$ cat src/rtl/pipe_pkg.sv
// Shared constants and beat layout for the result pipeline skid register.
package pipe_pkg;

    localparam int unsigned DATA_W_DEF = 32;
    localparam int unsigned RD_W_DEF   = 6;

    typedef struct packed {
        logic                  we;
        logic [RD_W_DEF-1:0]   rd;
        logic [DATA_W_DEF-1:0] data;
    } beat_t;

endpackage

$ cat src/rtl/pipe_skid_reg.sv
// Two-entry skid register for result beats with destination-register forwarding lookup.
// Optional PIPE_TRACE_EN adds trace_result, the data of the most recent output transfer.
module pipe_skid_reg
    import pipe_pkg::*;
#(
    parameter int unsigned DATA_W = DATA_W_DEF,
    parameter int unsigned RD_W   = RD_W_DEF
) (
    input  logic              clk,
    input  logic              rst_n,
    input  logic              in_valid,
    output logic              in_ready,
    input  logic              in_we,
    input  logic [RD_W-1:0]   in_rd,
    input  logic [DATA_W-1:0] in_data,
    output logic              out_valid,
    input  logic              out_ready,
    output logic              out_we,
    output logic [RD_W-1:0]   out_rd,
    output logic [DATA_W-1:0] out_data,
    input  logic              flush,
    input  logic [RD_W-1:0]   fwd_sel,
    output logic              fwd_hit,
    output logic [DATA_W-1:0] fwd_data
`ifdef PIPE_TRACE_EN
    ,
    output logic [DATA_W-1:0] trace_result
`endif
);

    // Same field order as pipe_pkg::beat_t, sized by this instance's parameters.
    typedef struct packed {
        logic              we;
        logic [RD_W-1:0]   rd;
        logic [DATA_W-1:0] data;
    } entry_t;

    logic   main_valid, main_valid_n;
    logic   skid_valid, skid_valid_n;
    entry_t main_q, main_n;
    entry_t skid_q, skid_n;
    entry_t in_beat;
    logic   accept;
    logic   pop;

    assign in_beat = '{we: in_we, rd: in_rd, data: in_data};
    assign accept  = in_valid & ~skid_valid;
    assign pop     = main_valid & out_ready;

    always_ff @(posedge clk or negedge rst_n) begin
        if (!rst_n) begin
            main_valid <= 1'b0;
            skid_valid <= 1'b0;
            main_q     <= '0;
            skid_q     <= '0;
        end else begin
            main_valid <= main_valid_n;
            skid_valid <= skid_valid_n;
            main_q     <= main_n;
            skid_q     <= skid_n;
        end
    end

    // Occupancy update: the head leaves first, then an accepted beat fills the first free slot.
    always_comb begin
        main_valid_n = main_valid;
        skid_valid_n = skid_valid;
        main_n       = main_q;
        skid_n       = skid_q;
        if (flush) begin
            main_valid_n = 1'b0;
            skid_valid_n = 1'b0;
        end else begin
            if (pop) begin
                if (skid_valid) begin
                    main_n       = skid_q;
                    skid_valid_n = 1'b0;
                end else begin
                    main_valid_n = 1'b0;
                end
            end
            if (accept) begin
                if (!main_valid_n) begin
                    main_n       = in_beat;
                    main_valid_n = 1'b1;
                end else begin
                    skid_n       = in_beat;
                    skid_valid_n = 1'b1;
                end
            end
        end
    end

    assign in_ready  = ~skid_valid;
    assign out_valid = main_valid;
    assign out_we    = main_q.we;
    assign out_rd    = main_q.rd;
    assign out_data  = main_q.data;

    // Skid is the younger beat, so it wins when both entries target the same register.
    logic sel_nz, skid_hit, main_hit;

    assign sel_nz   = |fwd_sel;
    assign skid_hit = sel_nz & skid_valid & skid_q.we & (skid_q.rd == fwd_sel);
    assign main_hit = sel_nz & main_valid & main_q.we & (main_q.rd == fwd_sel);
    assign fwd_hit  = skid_hit | main_hit;
    assign fwd_data = skid_hit ? skid_q.data : (main_hit ? main_q.data : '0);

`ifdef PIPE_TRACE_EN
    logic [DATA_W-1:0] trace_q;

    always_ff @(posedge clk or negedge rst_n) begin
        if (!rst_n) begin
            trace_q <= '0;
        end else if (pop) begin
            trace_q <= main_q.data;
        end
    end

    assign trace_result = trace_q;
`else
    // No trace state in the default build.
`endif

endmodule
$ cat config.mk
export PLATFORM = sky130hd
export DESIGN_NAME = pipe_skid_reg
export DESIGN_NICKNAME = d
export VERILOG_FILES = /design/src/rtl/pipe_pkg.sv /design/src/rtl/pipe_skid_reg.sv
export SDC_FILE = /design/constraint.sdc
export NUM_CORES = 1
export LEC_CHECK = 0
export ABC_AREA = 1
export ABC_CLOCK_PERIOD_IN_PS = 6500
export CORE_MARGIN = 2
export CORE_UTILIZATION = 68
export CTS_CLUSTER_SIZE = 24
export DETAILED_ROUTE_END_ITERATION = 8
export DONT_BUFFER_PORTS = 1
export GPL_TIMING_DRIVEN = 0
export PLACE_DENSITY_LB_ADDON = 0.25
export RECOVER_POWER = 100
export SLEW_MARGIN = 20
export SYNTH_ARGS = -nofsm -noshare
export SYNTH_HDL_FRONTEND = slang
export SYNTH_SLANG_ARGS = --single-unit
$ cat constraint.sdc
create_clock -name clk -period 6.5 [get_ports clk]
set_input_delay 1.95 -clock clk [delete_from_list [all_inputs] [get_ports clk]]
set_output_delay 1.95 -clock clk [all_outputs]
set_load 0.005 [all_outputs]
; Word-level counts from Yosys, hierarchy flattened
; Cells that the tools add are included.
[totals]
regBits = 80
output_inout_bits = 74
[classes]
n_eq_ne = 2
n_mux = 15
bitwise = 11
n_reduce_logical = 2
[ops]
columns = cell, n
row1 = $mux W39, 4
row2 = $mux W32, 2
row3 = $eq A6 B6 Y1, 2
row4 = $mux W1, 9
row5 = $and A1 B1 Y1, 8
row6 = $reduce_or A6 Y1, 1
row7 = $reduce_and A3 Y1, 1
row8 = $not A1 Y1, 2
row9 = $or A1 B1 Y1, 1

; Depth between registers and ports, before layout
[depth]
depth_word = 6
depth_mapped = 10

; Worst setup path before layout
; OpenSTA, ideal clock, no wires.
[synth_path]
path_kind = input-to-output
startpoint = input fwd_sel[0]
endpoint = output fwd_data[10]
t_arrival_ns = 2.844
t_required_ns = 4.550
path_slack_ns = 1.706
stages = 8
n_path_buf = 1
cell_sequence = inv_1 nand2_1 nand3_1 nor2_1 nand3_1 buf_2 nand3_1 nand2_1
[synth_between]
elab_chain_len = 6
elab_cells_between_ends = 11
[synth_rtl]
columns = item, line_no
row1 = "start, declared", pipe_skid_reg.sv:22  ; input logic [RD_W-1:0] fwd_sel,
row2 = $reduce_or A6 Y1, pipe_skid_reg.sv:103  ; assign sel_nz = |fwd_sel;
row3 = $and A1 B1 Y1 (3 in a row), pipe_skid_reg.sv:105  ; assign main_hit = sel_nz & main_valid & main_q.we & (main_q.rd == fwd_sel);
row4 = $mux W32, pipe_skid_reg.sv:107  ; assign fwd_data = skid_hit ? skid_q.data : (main_hit ? main_q.data : '0);
row5 = $mux W32 (*), pipe_skid_reg.sv:107
row6 = "end, declared", pipe_skid_reg.sv:24  ; output logic [DATA_W-1:0] fwd_data
; Mark *: on every way between the ends. The rest lies on a longest branch, timed or not.

; Worst setup path in the final report
[layout_path]
startpoint = input fwd_sel[0]
endpoint = output fwd_data[6]
; The elaborated chain is that of the path after synthesis.

==> qor.csv <==
stage;metric;value;unit
pwr;clockPowerShare;0.276;
sta;setup_viol;0;
cts;cts.repair.resized;0;
placed_design;globalplace.congestion;0.823;
sta;fmax;184;MHz
global_route;grt.total_usage;0.353;
sta;rsz0062_at_grt;no;
floorplan;core;5850;um^2
pwr;p_seq_frac;0.553;
pwr;p_sw_frac;0.337;
sta;maxSlewHeadroom;0.534;
pwr;total_leakage_power;2.07;nW
global_route;grtUsageMet1;0.448;
synthesis;syn-num-nets;572;
synthesis;ys_seq_area_frac;0.490;
global_route;grt-ovfl-total;0;
final_layout;final_cells;612;
placed_design;placedCellCount;597;
cts;ctsLongestPathBuffers;2;
synthesis;yosys_warnings;0;
global_route;grt_util_met2;0.575;
synthesis;ys_ff_latch;80;
setup_path;end_kind;output pin;
floorplan;die_y;81.5;um
hold_path;min_path_type;flop to flop;
floorplan;row_count;28;
drt;first_pass_iters;5;
final_layout;layout-drive-gt1-share;0.0596;
global_route;grt_pass1_vias;3716;
setup_path;slowest_stage;nor2_1;
cts;numCtsBuffers;9;
sta;finalSetupTns;0;ns
sta;period_needed;5.42;ns
sta;drv_slew;0;
sta;hold_ws;0.504;ns
pwr;p_int;0.000865;W
cts;cts.hold.buffers_added;0;
setup_path;cp-start-kind;input pin;
final_layout;area_delta_synth_final;5.94;%
drt;drt_wl_total;11400;um
setup_path;path_max_fanout;10;
cts;cts_tree;yes;
final_layout;final_nets;583;
cts;cts_max_level;3;
drt;ant_nets;0;
global_route;grt_pass1_wl;17800;um
pwr;combinationalPowerShare;0.171;
setup_path;rrSetupSlack;4.00;ns
setup_path;path_class;input pin to output pin;
floorplan;die_w;81.5;um
cts;cts_setup_buffers;0;
setup_path;crit_top_cell;nand3_1;
cts;cts_sinks;80;
floorplan;initial_core_util;0.699;
drt;first_iter_violations;419;
drt;vias;3936;
run;drv_cap;0;
synthesis;ys_types;23;
sta;finClkSkew;0.00918;ns
pwr;p_per_area;301;nW/um^2
setup_path;cp_slowest_stage_delay;0.42;ns
sta;fin_crit_sh;0.834;
global_route;grt.busiest_layer;met2;
global_route;use_met3;0.103;
floorplan;io_pins;124;
final_layout;num-fill-cells;470;
drt;drc;0;
sta;hold_viol;0;
pwr;peakVddDrop;0.158;mV
drt;avgViaCountPerCell;6.43;
run_status;status;complete, no violations;
drt;drt-wirelength-per-cell;18.7;um
setup_path;critPathArrivalTime;3.47;ns
cts;root_buffer;clkbuf_8;
cts;clock_latency;0.35;ns
sta;worst_slew_pin_slew;0.697;ns
setup_path;cp.required;4.55;ns
cts;clk_pin_slew;0.07;ns
pwr;power.switching;0.000439;W
placed_design;port_buffers;0;
setup_path;path_cells;inv_1 -> nand2_1 -> nand3_1 -> nor2_1 -> nand3_1 -> clkbuf_1 -> nand3_1 -> nand2_1;
synthesis;synth_area_per_cell;7.83;um^2
placed_design;detailed_place_hpwl;7720;um
global_route;grt_max_degree;81;
global_route;antenna_found_initial;0;
synthesis;synth_area;4090;um^2
synthesis;synth_cells;522;
final_layout;diodes;0;
floorplan;die_area;6650;um^2
sequential cells by signal, indices dropped and copies added, names as in the netlist:
name,flops
skid_q,39
out_data,32
out_rd,6
out_valid,1
out_we,1
skid_valid,1
worst paths after layout:
kind / from / endpoint / cells after the start
max in group asynchronous: rst_n / skid_q[4] / 0
hold reg to reg: skid_q[20] / skid_q[20] / 2
hold / removal: skid_q[20] / skid_q[20] / 2
setup / recovery: fwd_sel[0] / fwd_data[6] / 8
min in group asynchronous: rst_n / out_data[3] / 0
setup reg to reg: skid_valid / out_data[2] / 7
final cells by class:
cell class                      instances  area [um^2]  area share
Buffer                                 42          165      0.0381
Clock buffer                           10          128      0.0295
Clock inverter                          5         58.8      0.0136
Inverter                               18         67.6      0.0156
Multi-Input combinational cell        382         1820       0.419
Sequential cell                        80         2000       0.462
Tap cell                               75         93.8      0.0217
cells in the mapped netlist:
master / count / share of area
a21oi_2: 8 / 0.017
a21oi_1: 37 / 0.045
nand2_2: 1 / 0.0015
o21ai_0: 2 / 0.0024
buf_4: 1 / 0.0018
nand3_1: 75 / 0.092
nor2_1: 52 / 0.048
nand2_1: 127 / 0.12
nor3_1: 1 / 0.0012
nor2_2: 1 / 0.0015
clkbuf_1: 23 / 0.021
inv_1: 14 / 0.013
inv_2: 4 / 0.0037
nand4_1: 32 / 0.049
buf_1: 2 / 0.0018
o22ai_1: 39 / 0.060
dfrtp_1: 80 / 0.49
buf_6: 1 / 0.0028
o21ai_1: 2 / 0.0024
xnor2_1: 3 / 0.0064
o21ai_2: 1 / 0.0021
nor2_4: 1 / 0.0028
buf_2: 15 / 0.018
cells by family (layout without fill, tap and decap cells):
family / Yosys count / in the layout / share of synthesized area
flops: 80 / 80 / 0.490
xor+xnor: 3 / 3 / 0.00643
buf+inv: 60 / 75 / 0.0624
simple gates: 290 / 290 / 0.312
compound gates: 89 / 89 / 0.129
critical path, delay by kind of cell:
family        cells  cell delay [ns]
simple gates      6             1.11
buf+inv           2             0.40
placed cells by master, fill, tap and decap left out:
cell / instances
a21oi_1: 38
a21oi_2: 7
buf_1: 2
buf_2: 6
bufinv_16: 1
clkbuf_1: 35
clkbuf_8: 9
clkinv_2: 1
clkinv_4: 1
clkinvlp_4: 2
dfrtp_1: 80
inv_1: 15
inv_2: 3
nand2_1: 127
nand2_2: 1
nand3_1: 75
nand4_1: 32
nor2_1: 53
nor2_2: 1
nor3_1: 1
o21ai_0: 3
o21ai_1: 2
o22ai_1: 39
xnor2_1: 3
layer usage:
metal	wire [um]	share of wire	vias up
met5	0	0	-
met2	5630	0.49	221
met1	4340	0.38	1862
li1	-	-	1821
met3	1200	0.11	32
met4	250	0.022	0
power by group through the flow:
stage | registers [W] | logic, W | clock network, W
2_1_floorplan | 0.000698 | 0.000178 | 0
3_3_place_gp | 0.000721 | 0.000212 | 0
3_5_place_dp | 0.000727 | 0.000222 | 0
4_1_cts | 0.000718 | 0.000224 | 0.000357
5_1_grt | 0.000736 | 0.000256 | 0.000382
6_report | 0.000721 | 0.000223 | 0.000359
metrics by stage:
step	utilization	power, W	cell area [um^2]	setup slack, ns
floorplan	-	0.000876	4090	1.71
global placement	0.715	0.000933	4180	1.28
detailed placement	0.715	0.000950	4180	1.28
CTS	0.747	0.00130	4370	1.28
global route	0.740	0.00137	4330	0.975
finish	0.740	0.00130	4330	1.08
Power figures use the tool's default switching activity.
